### src/rtl/fir_coeff_loader.sv
// Writer side of the FIR coefficient-update interface: takes a run of host
// coefficients, writes them to addresses 0..N-1 and then commits the count.
module fir_coeff_loader #(
  parameter int MAX_COEFF = 40,
  parameter int CW        = 16,
  parameter int AW        = 6
) (
  input  logic          iClk12M,
  input  logic          iRsn,
  input  logic          iEnSample600k,
  input  logic          iLoadStart,
  input  logic [AW-1:0] iLoadNum,
  input  logic          iLoadAbort,
  input  logic          iCoeffValid,
  input  logic [CW-1:0] iCoeffData,
  output logic          oCoeffReady,
  output logic          oCoeffUpdateFlag,
  output logic [AW-1:0] oNumOfCoeff,
  output logic [AW-1:0] oAddrRam,
  output logic [CW-1:0] oWrDtRam,
  output logic          oBusy,
  output logic          oDone,
  output logic          oErr
);

  localparam logic [1:0] ST_IDLE      = 2'd0;
  localparam logic [1:0] ST_WAIT_SYNC = 2'd1;
  localparam logic [1:0] ST_LOAD      = 2'd2;
  localparam logic [1:0] ST_FINISH    = 2'd3;

  localparam logic [AW-1:0] MAX_NUM = AW'(MAX_COEFF);

  logic [1:0]    state_q,   state_d;
  logic [AW-1:0] pending_q, pending_d;
  logic [AW-1:0] cnt_q,     cnt_d;
  logic [AW-1:0] addr_q,    addr_d;
  logic [CW-1:0] data_q,    data_d;
  logic [AW-1:0] num_q,     num_d;
  logic          flag_q,    flag_d;
  logic          done_q,    done_d;
  logic          err_q,     err_d;

  // Abort outranks a transfer; the strobe only matters while waiting for sync.
  always_comb begin
    state_d   = state_q;
    pending_d = pending_q;
    cnt_d     = cnt_q;
    addr_d    = addr_q;
    data_d    = data_q;
    num_d     = num_q;
    done_d    = 1'b0;
    err_d     = 1'b0;

    case (state_q)
      ST_IDLE: begin
        if (iLoadStart) begin
          if ((iLoadNum != '0) && (iLoadNum <= MAX_NUM)) begin
            pending_d = iLoadNum;
            cnt_d     = '0;
            state_d   = ST_WAIT_SYNC;
          end else begin
            err_d = 1'b1;
          end
        end
      end
      ST_WAIT_SYNC: begin
        if (iLoadAbort) begin
          state_d = ST_IDLE;
        end else if (iEnSample600k) begin
          state_d = ST_LOAD;
        end
      end
      ST_LOAD: begin
        if (iLoadAbort) begin
          state_d = ST_IDLE;
        end else if (iCoeffValid) begin
          addr_d = cnt_q;
          data_d = iCoeffData;
          // Wrap the counter on the last beat so it never reaches MAX_COEFF.
          if (cnt_q == pending_q - 1'b1) begin
            cnt_d   = '0;
            state_d = ST_FINISH;
          end else begin
            cnt_d = cnt_q + 1'b1;
          end
        end
      end
      ST_FINISH: begin
        state_d = ST_IDLE;
        if (!iLoadAbort) begin
          num_d  = pending_q;
          done_d = 1'b1;
        end
      end
      default: state_d = ST_IDLE;
    endcase

    // The filter stays in update mode through LOAD and the one FINISH cycle.
    flag_d = (state_d == ST_LOAD) || (state_d == ST_FINISH);
  end

  always_ff @(posedge iClk12M) begin
    if (!iRsn) begin
      state_q   <= ST_IDLE;
      pending_q <= '0;
      cnt_q     <= '0;
      addr_q    <= '0;
      data_q    <= '0;
      num_q     <= '0;
      flag_q    <= 1'b0;
      done_q    <= 1'b0;
      err_q     <= 1'b0;
    end else begin
      state_q   <= state_d;
      pending_q <= pending_d;
      cnt_q     <= cnt_d;
      addr_q    <= addr_d;
      data_q    <= data_d;
      num_q     <= num_d;
      flag_q    <= flag_d;
      done_q    <= done_d;
      err_q     <= err_d;
    end
  end

  assign oCoeffReady      = (state_q == ST_LOAD);
  assign oBusy            = (state_q != ST_IDLE);
  assign oCoeffUpdateFlag = flag_q;
  assign oNumOfCoeff      = num_q;
  assign oAddrRam         = addr_q;
  assign oWrDtRam         = data_q;
  assign oDone            = done_q;
  assign oErr             = err_q;

endmodule

### config.mk
export PLATFORM = sky130hd
export DESIGN_NAME = fir_coeff_loader
export DESIGN_NICKNAME = d
export VERILOG_FILES = /design/src/rtl/fir_coeff_loader.sv
export SDC_FILE = /design/constraint.sdc
export NUM_CORES = 1
export LEC_CHECK = 0
export CAP_MARGIN = 20
export CORE_MARGIN = 4
export CORE_UTILIZATION = 48
export CTS_BUF_LIST = sky130_fd_sc_hd__clkbuf_4
export DETAILED_ROUTE_END_ITERATION = 7
export PLACE_DENSITY = 0.82
export SYNTH_ARGS = -nofsm -noshare
export SYNTH_HDL_FRONTEND = slang
export SYNTH_SLANG_ARGS = --single-unit
### constraint.sdc
create_clock -name iClk12M -period 2.15 [get_ports iClk12M]
set_input_delay 0.43 -clock iClk12M [delete_from_list [all_inputs] [get_ports iClk12M]]
set_output_delay 0.43 -clock iClk12M [all_outputs]
set_load 0.03 [all_outputs]
; ---- Word level (Yosys, flattened, before mapping)
; Index checks and enable logic that the tools add are counted.
[word_totals]
out_inout_bits = 33
reg_bits = 45
elab_cells = 51
[classes]
muxes = 16
n_eq_ne = 10
reduce_logical = 12
bitwise = 1
order_cmp = 1
add_sub_neg = 2
[op_table]
columns = cell, n
row1 = $mux 6, 5
row2 = $mux 2, 7
row3 = $pmux 6 s2, 1
row4 = $reduce_and 3->1, 3
row5 = $eq 2x2->1 const B, 4
row6 = $ne 2x2->1 const B, 4
row7 = $pmux 2 s4, 1
row8 = $add 6x1->6 const B, 1
row9 = $eq 6x6->1, 1
row10 = $le 6x6->1 const B, 1
row11 = $reduce_bool 6->1, 1
row12 = $sub 6x1->6 const B, 1
row13 = $reduce_and 5->1, 1
row14 = $reduce_and 2->1, 2
row15 = $reduce_bool 2->1, 2
row16 = $eq 2x1->1 const B, 1
row17 = $logic_not 2->1, 1
row18 = $mux 1, 2
row19 = $logic_and 1x1->1, 1
row20 = $logic_or 1x1->1, 1
row21 = $not 1->1, 1

; ---- Logic depth before layout (Yosys ltp)
; Gate-level depths: netlist of run 1.
[logic_depth]
depth_word = 8
ltp_mapped = 7

; ---- Worst setup path before layout of run 1
; OpenSTA, ideal clock, no wires.
[synth_path]
path_type = reg-to-reg
startpoint = register pending_q[0]
endpoint = register state_q[0]
path_buffers = 0
period_less_slack_ps = 1848
setup_slack_ps = 302
arrival_ps = 1734
required_time_ps = 2035
stages_incl_launch_ff = 8
cell_sequence = dfxtp_1 inv_1 ha_1 nand2b_1 a21o_1 a31oi_1 nor3_1 o21a_1
[synth_between]
elab_chain_len = 6
[synth_rtl]
columns = element, line_no
row1 = start: declaration, 34  ; logic [AW-1:0] pending_q, pending_d;
row2 = start signal: assignment, 115  ; pending_q <= pending_d;
row3 = $sub 6x1->6, 80  ; if (cnt_q == pending_q - 1'b1) begin
row4 = $eq 6x6->1, 80
row5 = $mux 2, 80
row6 = $mux 2, 76  ; end else if (iCoeffValid) begin
row7 = $mux 2, 74  ; if (iLoadAbort) begin
row8 = $pmux 2 s4, 54  ; case (state_q)
row9 = end signal: assignment, 114  ; state_q <= state_d;
row10 = end: declaration, 33  ; logic [1:0] state_q, state_d;
; No other way between the ends.
; A chain may end at the register's enable or synchronous reset.

; ---- Worst setup path in the final report of run 1
[layout_path]
startpoint = register pending_q[0]
endpoint = register cnt_q[5]
[layout_between]
elab_chain_len = 6
[layout_rtl]
columns = element, line_no
row1 = $sub 6x1->6, 80
row2 = $eq 6x6->1, 80
row3 = $mux 6, 80
row4 = $mux 6, 76
row5 = $mux 6, 74
row6 = $pmux 6 s2, 54
row7 = end signal: assignment, 116  ; cnt_q <= cnt_d;
row8 = end: declaration, 35  ; logic [AW-1:0] cnt_q, cnt_d;
; No other way between the ends. The select of a mux whose other input is x is not followed.

==> metrics.md, run 1 <==
| Metric | Value |
|---|---|
| CTS buffer count | 5 |
| Number of diodes | 0 |
| Die area | between 5000 and 6000 um^2 |
| Post-synth top area share | 46.81% |
| Beginning of the critical path | pending_q[0] |
| Worst Path Arrival | 2220 ps |
| Initial Util | 51.03% |
| Internal reg-to-reg setup slack | around 170 ps |
| Drt via density | 5.370 |
| Vias in the first global route | roughly 1600 |
| Launching point of the worst reg2reg path | pending_q[0] |
| Detailed Routing Iterations Pass 1 | 4 |
| Post-synth EDFFs | 0 |
| Seq/Total Area, Yosys | a little under half |
| Status | finished clean |
| Pin count of the biggest net entering global routing | 31 |
| Minimum clock period | 1980 ps |
| Primary FF master, synth | dfxtp_1 |
| Detailed Place HPWL | 3518 um |
| Layout cells sized above 1 | 7.509% |
| Final ANT Viol Nets | 0 |
| First-pass GRT wire length | 7900 um |
| Final Max Slew Viols | 0 |
| Flops & latches, synth | 45 |
| Worst hold path type | register to register |
| Mapped Area | 1924 um^2 |
| Clock Skew | approximately 4.5 ps |
| Post-synth ARST share | 0% |
| Root buf cell | clkbuf_4 |
| Dominant cell type by area after synthesis | dfxtp_1 |
| F_max | 504.9 MHz |
| LEAKAGE | 0.9837 nW |
| Mapped Nets | 260 |
| GPL Wtd Cong | ~0.84 |
| I/O Buffers | 60 |
| DRC viols | 0 |
| Layout Utilization | 70.44% |
| Distinct cells, synth | 34 |
| Slew @ Worst Pin | 435.4 ps |
| Die Y | 71.32 um |
| Slew Limit Headroom | 70.88% |
| Post-Syn Area per Cell | 8.367 um^2 |
| Tot Pwr | 1.421 mW |
| Yosys warnings | 0 |
| Final Hold Vio Count | 0 |
| Peak VDD IR | ~0.33 mV |
| TritonCTS clock tree | built |
| Final setup viols | 0 |
| Reg clk slew, reported paths | 120 ps |
| Row cnt | 22 |
| Synth area leaders | dfxtp_1 47%, nand2_1 10%, a21oi_1 6.8% |
| Final Cycle Share | 92.11% |
| GR Overflow Total | 0 |
| Initial antenna violation count | 0 |
| # Max-Cap Violations | 0 |
| Routed WL | 4795 um |
| Routed wire per std cell | roughly 14 um |
| Crit-path max FO | 10 |
| WP data required | between 2000 and 2500 ps |
| Area growth syn-to-layout | 38.04% |
| Sink Count | 45 |
| Cell Pwr Density | 534.8 nW/um^2 |
| CTS H-tree lvls | 2 |
| Iter 0 DRT Violations | 104 |
| Worst hold start | oAddrRam[1] |
| Die width | 71.32 um |
| Total GRT Usage | 19.29% |
| I/O pin count | ~60 |
| Post-synthesis cell count | 230 |
| CORE AREA | roughly 3800 um^2 |
| Nets@finish | around 320 |
| CTS max path bufs | 2 |
| Clk_lat worst skew | 360 ps |
| Critical path class | register to register |
| Setup crit start kind | register |
| Vias | 1831 |
| RSZ-0062 raised after global routing | false |
| Worst Setup End Kind | register |
-- registers in the layout, indices dropped and copies added (netlist names) --
register,flops
pending_q,6
oDone,1
oCoeffUpdateFlag,1
oAddrRam,6
cnt_q,6
oNumOfCoeff,6
oWrDtRam,16
state_q,2
oErr,1
-- path summary, 6_finish.rpt --
kind | cells past startpoint | to
setup / recovery | 5 | cnt_q[5]
setup reg to reg | 5 | cnt_q[5]
hold / removal | 2 | oAddrRam[1]
hold reg to reg | 2 | oAddrRam[1]
-- metrics by stage --
stage | instance area [um^2] | setup TNS (ps) | std cells | hold WS [ps] | worst slack, ps
after floorplan | 1924 | 0 | 230 | 480.5 | 301.8
final | 2656 | 0 | 341 | 461.5 | 169.5
after CTS | 2656 | 0 | 341 | 463.1 | 145.0
after global routing | 2656 | 0 | 341 | 477.8 | 78.57
after global placement | 2615 | -147.2 | 335 | 441.2 | -59.53
after detailed placement | 2615 | -548.5 | 335 | 445.7 | -107.7
-- cells in the mapped netlist, types with 4 or more instances --
| cell type | count |
|---|---|
| dfxtp_1 | 45 |
| o211ai_1 | 5 |
| nor2_1 | 18 |
| o2111ai_1 | 4 |
| a21oi_1 | 26 |
| mux2i_1 | 11 |
| nand2_1 | 52 |
| clkbuf_1 | 12 |
| nor3_1 | 7 |
| inv_1 | 5 |
-- worst max-delay path, stage by stage, from the launching register on --
cell and delay (ps):
dfxtp_1 380, or4_4 560, nor3_1 310, o2111ai_4 230, o211ai_1 250, o221ai_1 140
-- cells by family after synthesis --
kind of cell	after synthesis	synth area share [%]
compound gates	49	16.78
xor+xnor	6	2.731
fa+ha+maj	2	1.300
buf+inv	19	3.771
flops	45	46.81
mux	11	5.722
simple gates	98	22.89
-- cells in the final DEF, fill, tap and decap left out, types with 2 or more instances in the layout --
cell type and n:
nor3_1 7, dfxtp_1 45, a211oi_1 2, nand3_1 3
o21a_1 2, and3_1 2, o221ai_1 2, mux2i_1 11
nor3b_1 2, buf_4 10, a21oi_1 26, o2111ai_1 4
clkbuf_4 5, or2_2 2, xor2_1 3, nor4_1 3
xnor2_1 3, nor2_1 18, nand3b_1 3, nand2b_1 2
o211ai_1 5, clkdlybuf4s50_1 59, nand2_1 52, inv_1 5
ha_1 2, o21ai_0 3
-- cell type report --
| cell class | count | area, um^2 |
|---|---|---|
| Multi-Input combinational cell | 166 | 955.9 |
| Fill cell | 318 | 1115 |
| Sequential cell | 45 | 900.9 |
| Tap cell | 48 | 60.06 |
| Clock buffer | 5 | 37.54 |
| Inverter | 6 | 22.52 |
| Timing Repair Buffer | 70 | 674.4 |
| Clock inverter | 1 | 5.005 |
-- metal layers --
metal | vias to the layer above | track usage (%) | share of wire (%)
li1 | 921 | - | -
met1 | 841 | 27.27 | 45
met2 | 58 | 28.27 | 47
met3 | 11 | 3.506 | 5.7
met4 | 0 | 9.186 | 2.1
met5 | - | 0 | 0
-- where the power goes --
group          total (mW)  switching, mW  internal (mW)
Clock               0.370          0.256          0.114
Combinational       0.195         0.0945          0.100
Sequential          0.856         0.0114          0.845
Total                1.42          0.362           1.06
-- repair_timing --
action / CTS / global route
setup buffers: 0 / 0
gates resized for setup: 1 / 0
hold buffers: 0 / 0
endpoints found under the setup margin: 1 / 0
Note: power is estimated with default switching activity, not from simulation.
==> run 2, diff against run 1 <==
==> config.mk (replaced) <==
export PLATFORM = sky130hd
export DESIGN_NAME = fir_coeff_loader
export DESIGN_NICKNAME = d
export VERILOG_FILES = /design/src/rtl/fir_coeff_loader.sv
export SDC_FILE = /design/constraint.sdc
export NUM_CORES = 1
export LEC_CHECK = 0
export CAP_MARGIN = 20
export CORE_MARGIN = 8
export CORE_UTILIZATION = 45
export CTS_BUF_LIST = sky130_fd_sc_hd__clkbuf_8
export DETAILED_ROUTE_END_ITERATION = 7
export PLACE_DENSITY = 0.78
export SYNTH_ARGS = -nofsm -noshare
export SYNTH_HDL_FRONTEND = slang
export SYNTH_SLANG_ARGS = --single-unit
==> run 2 against run 1 <==
Sequential power hardly changed. Largest cell class unchanged. Die area is 30% higher. Worst setup slack worse by 1.2 ps. Critical endpoint is now cnt_q[3]. Global-route usage is 3.8 points lower. Sequential share of layout area is 0.66 points lower. Clock skew is 1.3 ps lower. Wire length is 6.1% higher. Final area is 2.0% higher. Worst hold slack worse by 9.7 ps. First-iteration DRC count stayed put. Clock-buffer cell count stayed put.
==> metrics.md, run 2 (synthesis gave the netlist of run 1 again) <==
| Metric | Value |
|---|---|
| Status | finished clean |
| Initial Util | 47.43% |
| Worst hold path type | register to register |
| Slew @ Worst Pin | about 430 ps |
| Total GRT Usage | 15.48% |
| Worst r2r path cells | 5 |
| Nets@finish | 325 |
| Hold slack | between 400 and 500 ps |
| Final ANT Viol Nets | 0 |
| First-pass GRT wire length | ~8100 um |
| Vias in the first global route | 1684 |
| CTS buffer count | 5 |
| Min setup slack post-route | 168.4 ps |
| Psw | 0.3682 mW |
| LEAKAGE | 1.016 nW |
| Minimum clock period | 1982 ps |
| Die Y | between 80 and 90 um |
| TritonCTS clock tree | built |
| Commonest cells after routing, fill and taps aside | 59 x clkdlybuf4s50_1, 52 x nand2_1, 45 x dfxtp_1, 26 x a21oi_1, 18 x nor2_1 |
| Reg clk slew, reported paths | about 80 ps |
| Cell Pwr Density | 564.1 nW/um^2 |
| Fin Setup TNS | 0 ps |
| Peak VDD IR | between 0.3 and 0.4 mV |
| Final Hold Vio Count | 0 |
| Hold-fix buffers at CTS | 0 |
| Die area | 6625 um^2 |
| Row cnt | 23 |
| Routed wire per std cell | about 15 um |
| Cell Int Power | 1.160 mW |
| CORE AREA | slightly above 4000 um^2 |
| F_max | around 500 MHz |
| Internal reg-to-reg setup slack | 170 ps |
| Area growth syn-to-layout | 40.77% |
| Switching share of total power | between 20% and 30% |
| Vias | 1829 |
| Worst Setup End Kind | register |
| Number of diodes | 0 |
| # Max-Cap Violations | 0 |
| Detailed Place HPWL | 3755 um |
| Beginning of the critical path | pending_q[0] |
| DRC viols | 0 |
| RSZ-0062 raised after global routing | false |
| Reg2reg end | cnt_q[3] |
| GR Overflow Total | 0 |
| Reg power frac | 56.1% |
| Comb power frac | 12.9% |
| GPL Wtd Cong | about 0.79 |
| I/O Buffers | 60 |
| Root buf cell | clkbuf_8 |
| Final Cycle Share | 92.17% |
| Layout Utilization | ~67% |
| Layout cells sized above 1 | about 7.8% |
| Pre-CTS WS | -106.5 ps |
| Final setup viols | 0 |
| Detailed Routing Iterations Pass 1 | 4 |
| CTS H-tree lvls | 2 |
| Worst Path Arrival | 2130 ps |
| Clk_lat worst skew | approximately 290 ps |
| Max FFs per register | 16 |
| I/O pin count | 61 |
| Initial antenna violation count | 0 |
| Most common cell after layout, fill and taps aside | clkdlybuf4s50_1 |
| Slew Limit Headroom | between 70% and 80% |
| Clock network fraction of total power | 31.1% |
| Iter 0 DRT Violations | about 100 |
| Routed WL | 5088 um |
| Pin count of the biggest net entering global routing | 23 |
| Critical path class | register to register |
| Sink Count | 45 |
| CP endpoint | cnt_q[3] |
| Die width | 81.40 um |
| Clock Skew | around 3.2 ps |
| WP data required | 2300 ps |
| Drt via density | 5.317 |
| Crit-path max FO | 10 |
| CTS max path bufs | 2 |
| Launching point of the worst reg2reg path | pending_q[0] |
| Setup crit start kind | register |
| Final Max Slew Viols | 0 |
run 2: final cells by class:
| class | count | area (um^2) |
|---|---|---|
| tap | 50 | 62.56 |
| clock buffer | 5 | 68.82 |
| sequential | 45 | 900.9 |
| clock inverter | 1 | 5.005 |
| inverter | 6 | 22.52 |
| fill | 353 | 1349 |
| multi-input combinational | 166 | 963.4 |
| timing repair buffer | 71 | 685.7 |
run 2: layer usage:
layer  part of all wire [%]  GRT usage [%]
met1                     44          20.45
met2                     46          23.31
met3                    8.1          4.305
met4                    1.3          5.893
met5                      0              0
run 2: metrics by stage:
| step | instance area, um^2 | power [mW] | instances |
|---|---|---|---|
| 6_report | 2709 | 1.528 | 344 |
| 5_1_grt | 2709 | 1.597 | 344 |
| 4_1_cts | 2699 | 1.541 | 344 |
| 3_5_place_dp | 2625 | 1.070 | 338 |
| 3_3_place_gp | 2625 | 1.067 | 338 |
| 2_1_floorplan | 1924 | 0.9741 | 230 |
run 2: power groups by stage:
| stage | Clock [mW] | Sequential (mW) | Combinational (mW) |
|---|---|---|---|
| final | 0.475 | 0.857 | 0.197 |
| after global routing | 0.524 | 0.859 | 0.213 |
| after CTS | 0.490 | 0.856 | 0.194 |
| after detailed placement | 0 | 0.877 | 0.193 |
| after global placement | 0 | 0.876 | 0.191 |
| after floorplan | 0 | 0.877 | 0.0968 |
run 2: critical path: stages, from the launching register on:
cell	delay, ps
dfxtp_1	370
or4_4	550
nor3_1	270
o2111ai_4	230
o2111ai_1	280
o211ai_1	150
run 2: timing repair:
action,in CTS,in global routing
resized for setup,0,2
setup buffers,0,0
endpoints found under the setup margin,0,2
run 2: worst min-delay path by stage:
stage / start / to / slack [ps] / cells after the start
2_1_floorplan: cnt_q[1] / oAddrRam[1] / 480 / 2
3_5_place_dp: oAddrRam[4] / oAddrRam[4] / 440 / 2
3_3_place_gp: oWrDtRam[7] / oWrDtRam[7] / 440 / 2
4_1_cts: oAddrRam[4] / oAddrRam[4] / 450 / 2
5_1_grt: oAddrRam[5] / oAddrRam[5] / 470 / 2
6_report: oAddrRam[1] / oAddrRam[1] / 450 / 2
==> run 3, diff against run 2 <==
--- a/config.mk
+++ b/config.mk
@@ -5,12 +5,13 @@
 export SDC_FILE = /design/constraint.sdc
 export NUM_CORES = 1
 export LEC_CHECK = 0
+export ABC_AREA = 1
 export CAP_MARGIN = 20
 export CORE_MARGIN = 8
-export CORE_UTILIZATION = 45
+export CORE_UTILIZATION = 40
 export CTS_BUF_LIST = sky130_fd_sc_hd__clkbuf_8
 export DETAILED_ROUTE_END_ITERATION = 7
-export PLACE_DENSITY = 0.78
+export PLACE_DENSITY = 0.7
 export SYNTH_ARGS = -nofsm -noshare
 export SYNTH_HDL_FRONTEND = slang
 export SYNTH_SLANG_ARGS = --single-unit
==> run 3 against run 2 <==
Clock skew up 4.8 ps. Clock-buffer cell count up 1. Worst hold slack better by 35 ps. Wire length down 0.31%. Core utilization down 9.0 points. Cell count up 19%. First-iteration DRC count up 20%. Via count up 5.1%. Area after synthesis up 4.4%. Largest cell class unchanged. Highest routed layer unchanged.
==> metrics.md, run 3 <==
| Metric | Value |
|---|---|
| Critical path class | register to primary output |
| WP buf/inv | 3 |
| Commonest cells after routing, fill and taps aside | 60 x clkdlybuf4s50_1, 47 x nand2_1, 46 x nor2_1, 45 x dfxtp_1, 35 x o21ai_0 |
| Worst hold path type | register to register |
| I/O Buffers | 60 |
| Reg clk slew, reported paths | 90 ps |
| Crit-path slowest cell | clkdlybuf4s50_1 |
| Die width | 86.86 um |
| Vias in the first global route | roughly 1800 |
| GR Overflow Total | 0 |
| Setup crit start kind | register |
| GPL Wtd Cong | 0.7668 |
| Crit-path max FO | 3 |
| Beginning of the critical path | state_q[0] |
| Area growth syn-to-layout | 37.76% |
| Initial antenna violation count | 0 |
| Post-synth EDFFs | 0 |
| Post-synth ARST share | 0% |
| Row cnt | 25 |
| CTS H-tree lvls | 2 |
| Met3 wire len | 266 um |
| Worst r2r path cells | 13 |
| Tot Pwr | 1.696 mW |
| TritonCTS clock tree | built |
| Routed wire per std cell | about 12 um |
| Final Cycle Share | 93.17% |
| Initial Util | between 40% and 50% |
| # Max-Cap Violations | 0 |
| Drt via density | 4.713 |
| Hold depth | 2 |
| WP data required | around 1700 ps |
| Worst path top cell family by delay | buffers and inverters |
| Dominant cell type by area after synthesis | dfxtp_1 |
| Pin count of the biggest net entering global routing | 41 |
| Final Hold Vio Count | 0 |
| LEAKAGE | between 1 and 1.5 nW |
| Yosys warnings | 0 |
| Clock Skew | 7.944 ps |
| Minimum clock period | roughly 2000 ps |
| Post-synth top area share | 44.86% |
| Post-CTS setup buffers | 0 |
| Slew Limit Headroom | between 70 and 80% |
| Placed cells | 400 |
| Crit-path max cell delay | 700 ps |
| Seq/Total Area, Yosys | about 45% |
| F_max | roughly 500 MHz |
| Layout cells sized above 1 | a little over a tenth |
| Layout fillers | 460 |
| CTS buffer count | 5 |
| Post-synth top cells | 47 x nand2_1, 46 x nor2_1, 45 x dfxtp_1 |
| Most common cell after layout, fill and taps aside | clkdlybuf4s50_1 |
| Area of the multi-input gates | 925.9 um^2 |
| Internal reg-to-reg setup slack | 470 ps |
| Post-CTS Resized | 0 |
| Slew @ Worst Pin | roughly 410 ps |
| Root buf cell | clkbuf_8 |
| Total GRT Usage | 14.20% |
| Fin Setup TNS | 0 ps |
| Fin cells | a little over 400 |
| DRC viols | 0 |
| Primary FF master, synth | dfxtp_1 |
| Sink Count | 45 |
| Detailed Place HPWL | 3773 um |
| CP cell instances | inv_2 > nand2_2 > inv_4 > clkdlybuf4s50_1 |
| Die area | 7544 um^2 |
| CTS max path bufs | 2 |
| Post-Syn Area per Cell | 7.224 um^2 |
| Vias | 1923 |
| Cell Pwr Density | 612.9 nW/um^2 |
| CORE AREA | 4786 um^2 |
| Worst Path Arrival | around 1600 ps |
| Routed WL | about 5000 um |
| Crit. path cell count | 4 |
| Met1 Wirelength | 2369 um |
| RSZ-0062 raised after global routing | false |
| Nets@finish | 370 |
| Hold-fix buffers at CTS | 0 |
| Distinct cells, synth | 30 |
| Iter 0 DRT Violations | 125 |
| Final setup viols | 0 |
| Post-synthesis cell count | ~280 |
| Flops & latches, synth | 45 |
| Launching point of the worst reg2reg path | pending_q[0] |
| Worst hold start | oWrDtRam[0] |
| First-pass GRT wire length | 8583 um |
| Synth area leaders | dfxtp_1 45%, nand2_1 8.8%, o21ai_0 8.7% |
| Most frequent cell after synthesis | nand2_1 |
| Max FFs per register | 16 |
| Final Max Slew Viols | 0 |
| Peak VDD IR | 0.3286 mV |
| FF/Latch Area | about 900 um^2 |
| Mapped Area | 2008 um^2 |
| Detailed Routing Iterations Pass 1 | 7 |
| Worst Setup End Kind | primary output |
| Status | finished clean |
| Top layer in use | met4 |
| Met2 Routed Length | 2365 um |
| Layout Utilization | 57.80% |
| Die Y | 86.86 um |
| Mapped Nets | 308 |
| I/O pin count | 61 |
| Final ANT Viol Nets | 0 |
| Clk_lat worst skew | ~300 ps |
| Number of diodes | 0 |
==> run 3: kinds of logic (layout without fill, tap and decap cells) <==
logic type | Yosys count | after routing | synth area share [%]
buffers and inverters | 41 | 104 | 9.034
adder cells (fa/ha/maj) | 2 | 2 | 1.246
flip-flops | 45 | 45 | 44.86
AND/OR/NAND/NOR | 129 | 129 | 28.91
XOR/XNOR | 2 | 2 | 0.8724
AO/OA/AOI/OAI | 59 | 59 | 15.08
==> run 3: cell type report <==
type	count	area share, %
sequential	45	32.56
multi-input combinational	192	33.47
clock inverter	2	0.4975
tap	67	3.030
inverter	31	4.387
clock buffer	6	2.985
timing repair buffer	65	23.07
==> run 3: where the power goes <==
group	internal [mW]	switching [mW]
Clock	0.261	0.294
Combinational	0.117	0.152
Sequential	0.852	0.0193
==> run 3: path summary, 6_finish.rpt <==
check | endpoint
setup reg to reg | cnt_q[2]
hold reg to reg | oWrDtRam[0]
hold / removal | oWrDtRam[0]
setup / recovery | oCoeffReady
==> run 3: layer usage <==
layer,vias up,track usage [%]
met2,34,22.14
met3,8,4.057
li1,1013,-
met4,0,4.851
met5,-,0
met1,868,18.17
==> run 3: stage by stage <==
step           cell area [um^2]  setup slack (ps)  hold slack (ps)
4_1_cts                    2766             133.8            491.8
2_1_floorplan              2008             697.7            456.5
3_3_place_gp               2670             169.2            462.4
6_report                   2766             146.8            486.7
3_5_place_dp               2670             92.26            470.1
5_1_grt                    2766             71.62            514.5
==> run 3: worst register-to-register path, stage by stage (launching register included) <==
cell     delay [ps]
dfxtp_1         380
inv_2           100
ha_1            300
inv_1            40
nand2_1          50
nand2_1          40
nor2_1           80
nand2_1          70
nor2_2          130
nand3_1          80
nand2_1         100
nand2_2          70
nand2_2         100
nor2_1           50
